==> src/rtl/mem_arb_pkg.sv <==
// Shared types and defaults for the instruction/data memory port arbiter.
package mem_arb_pkg;

    // Arbiter FSM states.
    typedef enum logic [1:0] {
        ST_IDLE   = 2'd0,
        ST_ACCESS = 2'd1,
        ST_RESP   = 2'd2
    } arb_state_e;

    // Which requester currently owns the memory port.
    typedef enum logic {
        OWN_IF = 1'b0,
        OWN_D  = 1'b1
    } owner_e;

    // Default number of ACCESS cycles allowed without mem_ready.
    localparam int unsigned TIMEOUT_DEFAULT = 15;

    // Fair two-way pick: a lone request wins, a contest goes to the side
    // that was not granted last time.
    function automatic owner_e pick_owner(input logic   if_req,
                                          input logic   d_req,
                                          input owner_e last_grant);
        owner_e pick_s;
        if (if_req && d_req) begin
            pick_s = (last_grant == OWN_D) ? OWN_IF : OWN_D;
        end else if (d_req) begin
            pick_s = OWN_D;
        end else begin
            pick_s = OWN_IF;
        end
        return pick_s;
    endfunction

endpackage

==> src/rtl/mem_wait_timer.sv <==
// Counts ACCESS cycles and flags the cycle in which the limit is reached.
module mem_wait_timer
    import mem_arb_pkg::*;
#(
    parameter int unsigned LIMIT = TIMEOUT_DEFAULT
) (
    input  logic clk,
    input  logic reset,
    input  logic clear,
    input  logic enable,
    output logic expired
);

    // Counter value at which the current enabled cycle is the LIMIT-th one.
    localparam logic [3:0] LAST_COUNT = 4'(LIMIT - 1);

    logic [3:0] count_r;

    // Wait counter: clear has priority over counting.
    always_ff @(posedge clk or negedge reset) begin
        if (!reset) begin
            count_r <= 4'd0;
        end else if (clear) begin
            count_r <= 4'd0;
        end else if (enable) begin
            count_r <= count_r + 4'd1;
        end else begin
            count_r <= count_r;
        end
    end

    // Expiry is reported during the cycle that completes the LIMIT-th count.
    always_comb begin
        expired = enable && (count_r == LAST_COUNT);
    end

endmodule

==> src/rtl/mem_port_arbiter.sv <==
// Arbitrates a fetch port and a data port onto one shared memory port.
// One access at a time: IDLE -> ACCESS -> RESP, with a wait timeout.
module mem_port_arbiter
    import mem_arb_pkg::*;
#(
    parameter int unsigned ADDR_W  = 32,
    parameter int unsigned DATA_W  = 32,
    parameter int unsigned TIMEOUT = TIMEOUT_DEFAULT
) (
    input  logic              clk,
    input  logic              reset,
    input  logic              if_req,
    input  logic [ADDR_W-1:0] if_addr,
    output logic [DATA_W-1:0] if_rdata,
    output logic              if_ack,
    input  logic              d_req,
    input  logic              d_we,
    input  logic [ADDR_W-1:0] d_addr,
    input  logic [DATA_W-1:0] d_wdata,
    output logic [DATA_W-1:0] d_rdata,
    output logic              d_ack,
    output logic              mem_en,
    output logic              mem_we,
    output logic [ADDR_W-1:0] mem_addr,
    output logic [DATA_W-1:0] mem_wdata,
    input  logic [DATA_W-1:0] mem_rdata,
    input  logic              mem_ready,
    output logic              err,
    output logic              busy
);

    arb_state_e        state_r;
    arb_state_e        state_next_s;
    owner_e            owner_r;
    owner_e            last_grant_r;
    owner_e            grant_s;
    logic              we_r;
    logic [ADDR_W-1:0] addr_r;
    logic [DATA_W-1:0] wdata_r;

    logic              tmr_clear_s;
    logic              tmr_enable_s;
    logic              tmr_expired_s;
    logic              timeout_s;

    logic              mem_en_n_s;
    logic              mem_we_n_s;
    logic              if_ack_n_s;
    logic              d_ack_n_s;
    logic              err_n_s;
    logic              busy_n_s;

    logic              mem_en_r;
    logic              mem_we_r;
    logic              if_ack_r;
    logic              d_ack_r;
    logic              err_r;
    logic              busy_r;
    logic [DATA_W-1:0] if_rdata_r;
    logic [DATA_W-1:0] d_rdata_r;

    // Timer runs only in ACCESS and restarts whenever ACCESS is left.
    always_comb begin
        grant_s      = pick_owner(if_req, d_req, last_grant_r);
        tmr_enable_s = (state_r == ST_ACCESS);
        tmr_clear_s  = (state_next_s != ST_ACCESS);
        timeout_s    = (state_r == ST_ACCESS) && !mem_ready && tmr_expired_s;
    end

    mem_wait_timer #(
        .LIMIT   (TIMEOUT)
    ) u_wait_timer (
        .clk     (clk),
        .reset   (reset),
        .clear   (tmr_clear_s),
        .enable  (tmr_enable_s),
        .expired (tmr_expired_s)
    );

    // State register plus the access context latched at grant time.
    always_ff @(posedge clk or negedge reset) begin
        if (!reset) begin
            state_r      <= ST_IDLE;
            owner_r      <= OWN_IF;
            last_grant_r <= OWN_D;
            we_r         <= 1'b0;
            addr_r       <= {ADDR_W{1'b0}};
            wdata_r      <= {DATA_W{1'b0}};
        end else begin
            state_r <= state_next_s;
            if ((state_r == ST_IDLE) && (state_next_s == ST_ACCESS)) begin
                owner_r <= grant_s;
                if (grant_s == OWN_D) begin
                    we_r    <= d_we;
                    addr_r  <= d_addr;
                    wdata_r <= d_wdata;
                end else begin
                    we_r    <= 1'b0;
                    addr_r  <= if_addr;
                    wdata_r <= {DATA_W{1'b0}};
                end
            end else if (state_r == ST_RESP) begin
                last_grant_r <= owner_r;
            end else begin
                owner_r <= owner_r;
            end
        end
    end

    // Next-state logic; mem_ready is only meaningful in ACCESS and beats timeout.
    always_comb begin
        state_next_s = state_r;
        case (state_r)
            ST_IDLE: begin
                if (if_req || d_req) begin
                    state_next_s = ST_ACCESS;
                end else begin
                    state_next_s = ST_IDLE;
                end
            end
            ST_ACCESS: begin
                if (mem_ready || tmr_expired_s) begin
                    state_next_s = ST_RESP;
                end else begin
                    state_next_s = ST_ACCESS;
                end
            end
            ST_RESP: begin
                state_next_s = ST_IDLE;
            end
            default: begin
                state_next_s = ST_IDLE;
            end
        endcase
    end

    // Output decode against the next state, so registered outputs line up with it.
    always_comb begin
        mem_en_n_s = 1'b0;
        mem_we_n_s = 1'b0;
        if_ack_n_s = 1'b0;
        d_ack_n_s  = 1'b0;
        err_n_s    = 1'b0;
        busy_n_s   = (state_next_s != ST_IDLE);
        case (state_next_s)
            ST_ACCESS: begin
                mem_en_n_s = 1'b1;
                if (state_r == ST_IDLE) begin
                    mem_we_n_s = (grant_s == OWN_D) && d_we;
                end else begin
                    mem_we_n_s = we_r;
                end
            end
            ST_RESP: begin
                if (owner_r == OWN_IF) begin
                    if_ack_n_s = 1'b1;
                end else begin
                    d_ack_n_s = 1'b1;
                end
                err_n_s = timeout_s;
            end
            default: begin
                mem_en_n_s = 1'b0;
            end
        endcase
    end

    // Output registers and read-data capture on a successful read.
    always_ff @(posedge clk or negedge reset) begin
        if (!reset) begin
            mem_en_r   <= 1'b0;
            mem_we_r   <= 1'b0;
            if_ack_r   <= 1'b0;
            d_ack_r    <= 1'b0;
            err_r      <= 1'b0;
            busy_r     <= 1'b0;
            if_rdata_r <= {DATA_W{1'b0}};
            d_rdata_r  <= {DATA_W{1'b0}};
        end else begin
            mem_en_r <= mem_en_n_s;
            mem_we_r <= mem_we_n_s;
            if_ack_r <= if_ack_n_s;
            d_ack_r  <= d_ack_n_s;
            err_r    <= err_n_s;
            busy_r   <= busy_n_s;
            if ((state_r == ST_ACCESS) && mem_ready) begin
                if (owner_r == OWN_IF) begin
                    if_rdata_r <= mem_rdata;
                end else if (!we_r) begin
                    d_rdata_r <= mem_rdata;
                end else begin
                    d_rdata_r <= d_rdata_r;
                end
            end else begin
                if_rdata_r <= if_rdata_r;
            end
        end
    end

    assign mem_en    = mem_en_r;
    assign mem_we    = mem_we_r;
    assign mem_addr  = addr_r;
    assign mem_wdata = wdata_r;
    assign if_ack    = if_ack_r;
    assign d_ack     = d_ack_r;
    assign err       = err_r;
    assign busy      = busy_r;
    assign if_rdata  = if_rdata_r;
    assign d_rdata   = d_rdata_r;

endmodule
==> config.mk <==
export PLATFORM = sky130hd
export DESIGN_NAME = mem_port_arbiter
export DESIGN_NICKNAME = d
export VERILOG_FILES = /design/src/rtl/mem_arb_pkg.sv /design/src/rtl/mem_wait_timer.sv /design/src/rtl/mem_port_arbiter.sv
export SDC_FILE = /design/constraint.sdc
export NUM_CORES = 1
export LEC_CHECK = 0
export ABC_AREA = 1
export BUFFER_PORTS_ARGS = -buffer_cell sky130_fd_sc_hd__buf_4
export CORE_UTILIZATION = 40
export DETAILED_ROUTE_END_ITERATION = 7
export GPL_TIMING_DRIVEN = 0
export PLACE_DENSITY = 0.79
export RECOVER_POWER = 100
export SLEW_MARGIN = 20
export SYNTH_ARGS = -nofsm -noshare
export SYNTH_HDL_FRONTEND = slang
export SYNTH_SLANG_ARGS = --single-unit
==> constraint.sdc <==
create_clock -name clk -period 1.2 [get_ports clk]
set_input_delay 0.12 -clock clk [delete_from_list [all_inputs] [get_ports clk]]
set_output_delay 0.12 -clock clk [all_outputs]
set_load 0.01 [all_outputs]
==> results.toml <==
[worst_setup_path]
r2r_start = "state_r[0]$_DFF_PN0_"
cp-start-kind = "register"
worst-endpoint-arrival_ns = 1.72
worstSetupPathType = "register to register"
critPathCapture = "d_rdata[12]$_DFFE_PN0P_"
critPathMaxStageDelay_ns = 0.38
setup.worst_path.start = "state_r[0]$_DFF_PN0_"
crit_chain = "inv_2, nor2_4, nand2_4, clkbuf_16, clkbuf_16, o21ai_2, nand2_1"
regToRegSetupSlack_ns = -0.23
required_ns = 1.49
slowest_stage = "dfrtp_1"
critPathMaxFanout = 5
reg2reg_to = "d_rdata[12]$_DFFE_PN0P_"
r2r_cells = 7
cp_common_cell = "clkbuf_16"
endpoint_kind = "register"

[detailed_routing]
wl_per_cell_um = 17.48
antenna_left = 0
wl_mm = 22.85
drtPass1Iterations = 7
via_per_inst = 5.103
post-route-drc-count = 15
drtIter0Drc = 385
num_vias = 6670

[run_status]
status = "finished with violations"
violations = "DRC, setup timing"

[cells_and_area]
regArea_um2 = 3581
drive_above_1_share = 0.3108
final_area_um2 = 10560
area_delta_synth_final_pct = 73.04
multi_input_area_um2 = 2470
post-route-util = 0.7185
diodes = 0
final_cell_mix = "nand2_1 (305), buf_4 (143), dfrtp_1 (141), clkbuf_1 (134), dlygate4sd3_1 (99)"
fillCellCount = 1078
final_nets = 1246
final_common_cell = "nand2_1"

[sta]
worst_slack_ns = -0.2252
hold-worst-slack_ns = 0.02925
fin_crit_sh = 1.188
hold_viol = 0
max-slew-margin-rel = 0.6550
period_minus_slack_ns = 1.425
tightest_slew_ns = 0.5175
setup_violations = 136
rsz0062_at_grt = "true"
clock.fmax_ghz = 0.7017
drv_slew = 0
finalClockSkew_ns = 0.006914

[grt]
grt_pass1_vias = 6616
overflow = 0
grt_pass1_wl_mm = 32.79
grt.total_usage = 0.2686
antenna_found_initial = 0
grt_max_degree = 77

[synthesis]
synth.area.top_cells = "dfrtp_1 (58%), nand2_1 (21%), o21ai_1 (4.5%), o211ai_1 (3.9%), inv_1 (2.8%)"
ys_warn_count = 0
seq_area_frac_synth = 0.5865
syn-cell-area_um2 = 6103
synth_seq_cells = 143
synthXorXnorAreaFrac = 0.001435
synth_fa_ha_area_frac = 0.004100
yosysTopAreaCellShare = 0.5822
synth-simple-area-share = 0.2292
synthMuxAreaShare = 0
syn_inst = 695
synth_cell_types = 26
avgSynthCellArea_um2 = 8.782
synth_compound_area_frac = 0.1019
synth_top_family_by_area = "simple AND/OR/NAND/NOR gates"
synth_top_area_cell = "dfrtp_1"
synth_nets = 831

[cts]
numCtsBuffers = 17
cts-root-buf = "clkbuf_16"
htree_levels = 4
clk_pin_slew_worst_paths_ns = 0.06
cts_tree = "built"
worstSkewPairLatency_ns = 0.42
cts_num_sinks = 143
clk_path_buf_depth = 2

[floorplan]
die-area_um2 = 15760
die_w_um = 125.5
ios = 268
core_area_um2 = 14700
rows = 44
dieHeight_um = 125.5
start_util = 0.4152

[placed_design]
gp_congestion = 0.8100
placed_area_um2 = 8391
io_buffer_count = 267
dp_hpwl_mm = 12.58
post-place-ws_ns = -0.2197

[power_and_ir_drop]
power_density_nw_per_um2 = 2405
p_leak_nw = 5.357
vdd_drop_max_mv = 1.227

[job]
maxCapViolations = 0

[min_path]
hold_class = "input port to register"
[area by class of cell]
class / count / share of cell area
Sequential cell: 143 / 0.3391
Timing Repair Buffer: 396 / 0.2855
Multi-Input combinational cell: 466 / 0.2339
Buffer: 39 / 0.04348
Clock buffer: 19 / 0.04099
Tap cell: 184 / 0.02180
Clock inverter: 13 / 0.01789
Inverter: 47 / 0.01741
[power breakdown]
group	switching (mW)	internal, mW	leakage [nW]
combinational	6.67	4.67	3.27
clock	2.12	3.49	0.286
sequential	1.45	7.01	1.80
[worst min-delay path by stage]
stage                           start                         to  cells after the start
after floorplan                 reset             busy$_DFF_PN0_                      0
after global placement    d_wdata[25]  mem_wdata[25]$_DFFE_PN0P_                      3
after detailed placement        reset    d_rdata[14]$_DFFE_PN0P_                      1
after CTS                 if_addr[16]   mem_addr[16]$_DFFE_PN0P_                      5
after global routing       if_addr[0]    mem_addr[0]$_DFFE_PN0P_                      5
final                     if_addr[16]   mem_addr[16]$_DFFE_PN0P_                      5
[Yosys cell counts]
cell type    n
a21oi_1      1
a31oi_1      1
buf_1        3
buf_2       13
buf_4       10
buf_6       11
clkbuf_2     3
dfrtp_1    142
dfstp_2      1
ha_1         2
inv_1       45
inv_2        1
inv_4        1
nand2_1    340
nand2_2      1
nand2_4      2
nand3_1      5
nor2_1       6
nor2_2       2
nor2_4       3
o211ai_1    32
o21ai_0      7
o21ai_1     55
o21ai_2      6
o21bai_1     1
xor2_1       1
[logic make-up (layout without fill, tap and decap cells)]
kind of cell / count (synthesis) / after routing
simple gates: 359 / 360
flops: 143 / 143
compound gates: 103 / 103
buf+inv: 87 / 514
fa+ha+maj: 2 / 2
xor+xnor: 1 / 1
[metrics by stage]
stage	TNS [ns]	instances	power, mW
final	-18.57	1307	25.40
after CTS	-12.05	1297	25.26
after detailed placement	-18.19	1147	18.20
after global routing	-27.32	1307	26.83
after global placement	-106.48	1146	17.91
after floorplan	-0.2921	695	13.12
[metal layers]
layer,vias up,track usage,part of all wire
met5,-,0,0
met4,0,0.1585,0.048
met3,88,0.07231,0.073
met2,372,0.4539,0.51
met1,3183,0.3057,0.37
li1,3027,-,-
[state kept, by name (all words and copies together), names as in the netlist]
register	flops
mem_wdata	32
if_rdata	32
d_rdata	32
we_r	1
u_wait_timer.count_r	4
owner_r	1
state_r	2
mem_en	1
d_ack	1
mem_we	1
mem_addr	32
busy	1
last_grant_r	1
err	1
if_ack	1
[worst max-delay path: cells and delay by family (launching register included)]
family | cells | cell delay [ns]
AO/OA/AOI/OAI | 1 | 0.13
buffers and inverters | 3 | 0.43
flip-flops | 1 | 0.38
AND/OR/NAND/NOR | 3 | 0.37
[repair_timing]
| action | CTS | global route |
|---|---|---|
| hold buffers | 99 | 0 |
| setup endpoints to repair | 139 | 141 |
| pin swaps | 6 | 64 |
| resized for setup | 60 | 122 |
| hold endpoints to repair | 199 | 0 |
| cloned | 5 | 11 |
| setup buffers | 14 | 0 |
No activity file was read; power rests on OpenSTA's default activity.
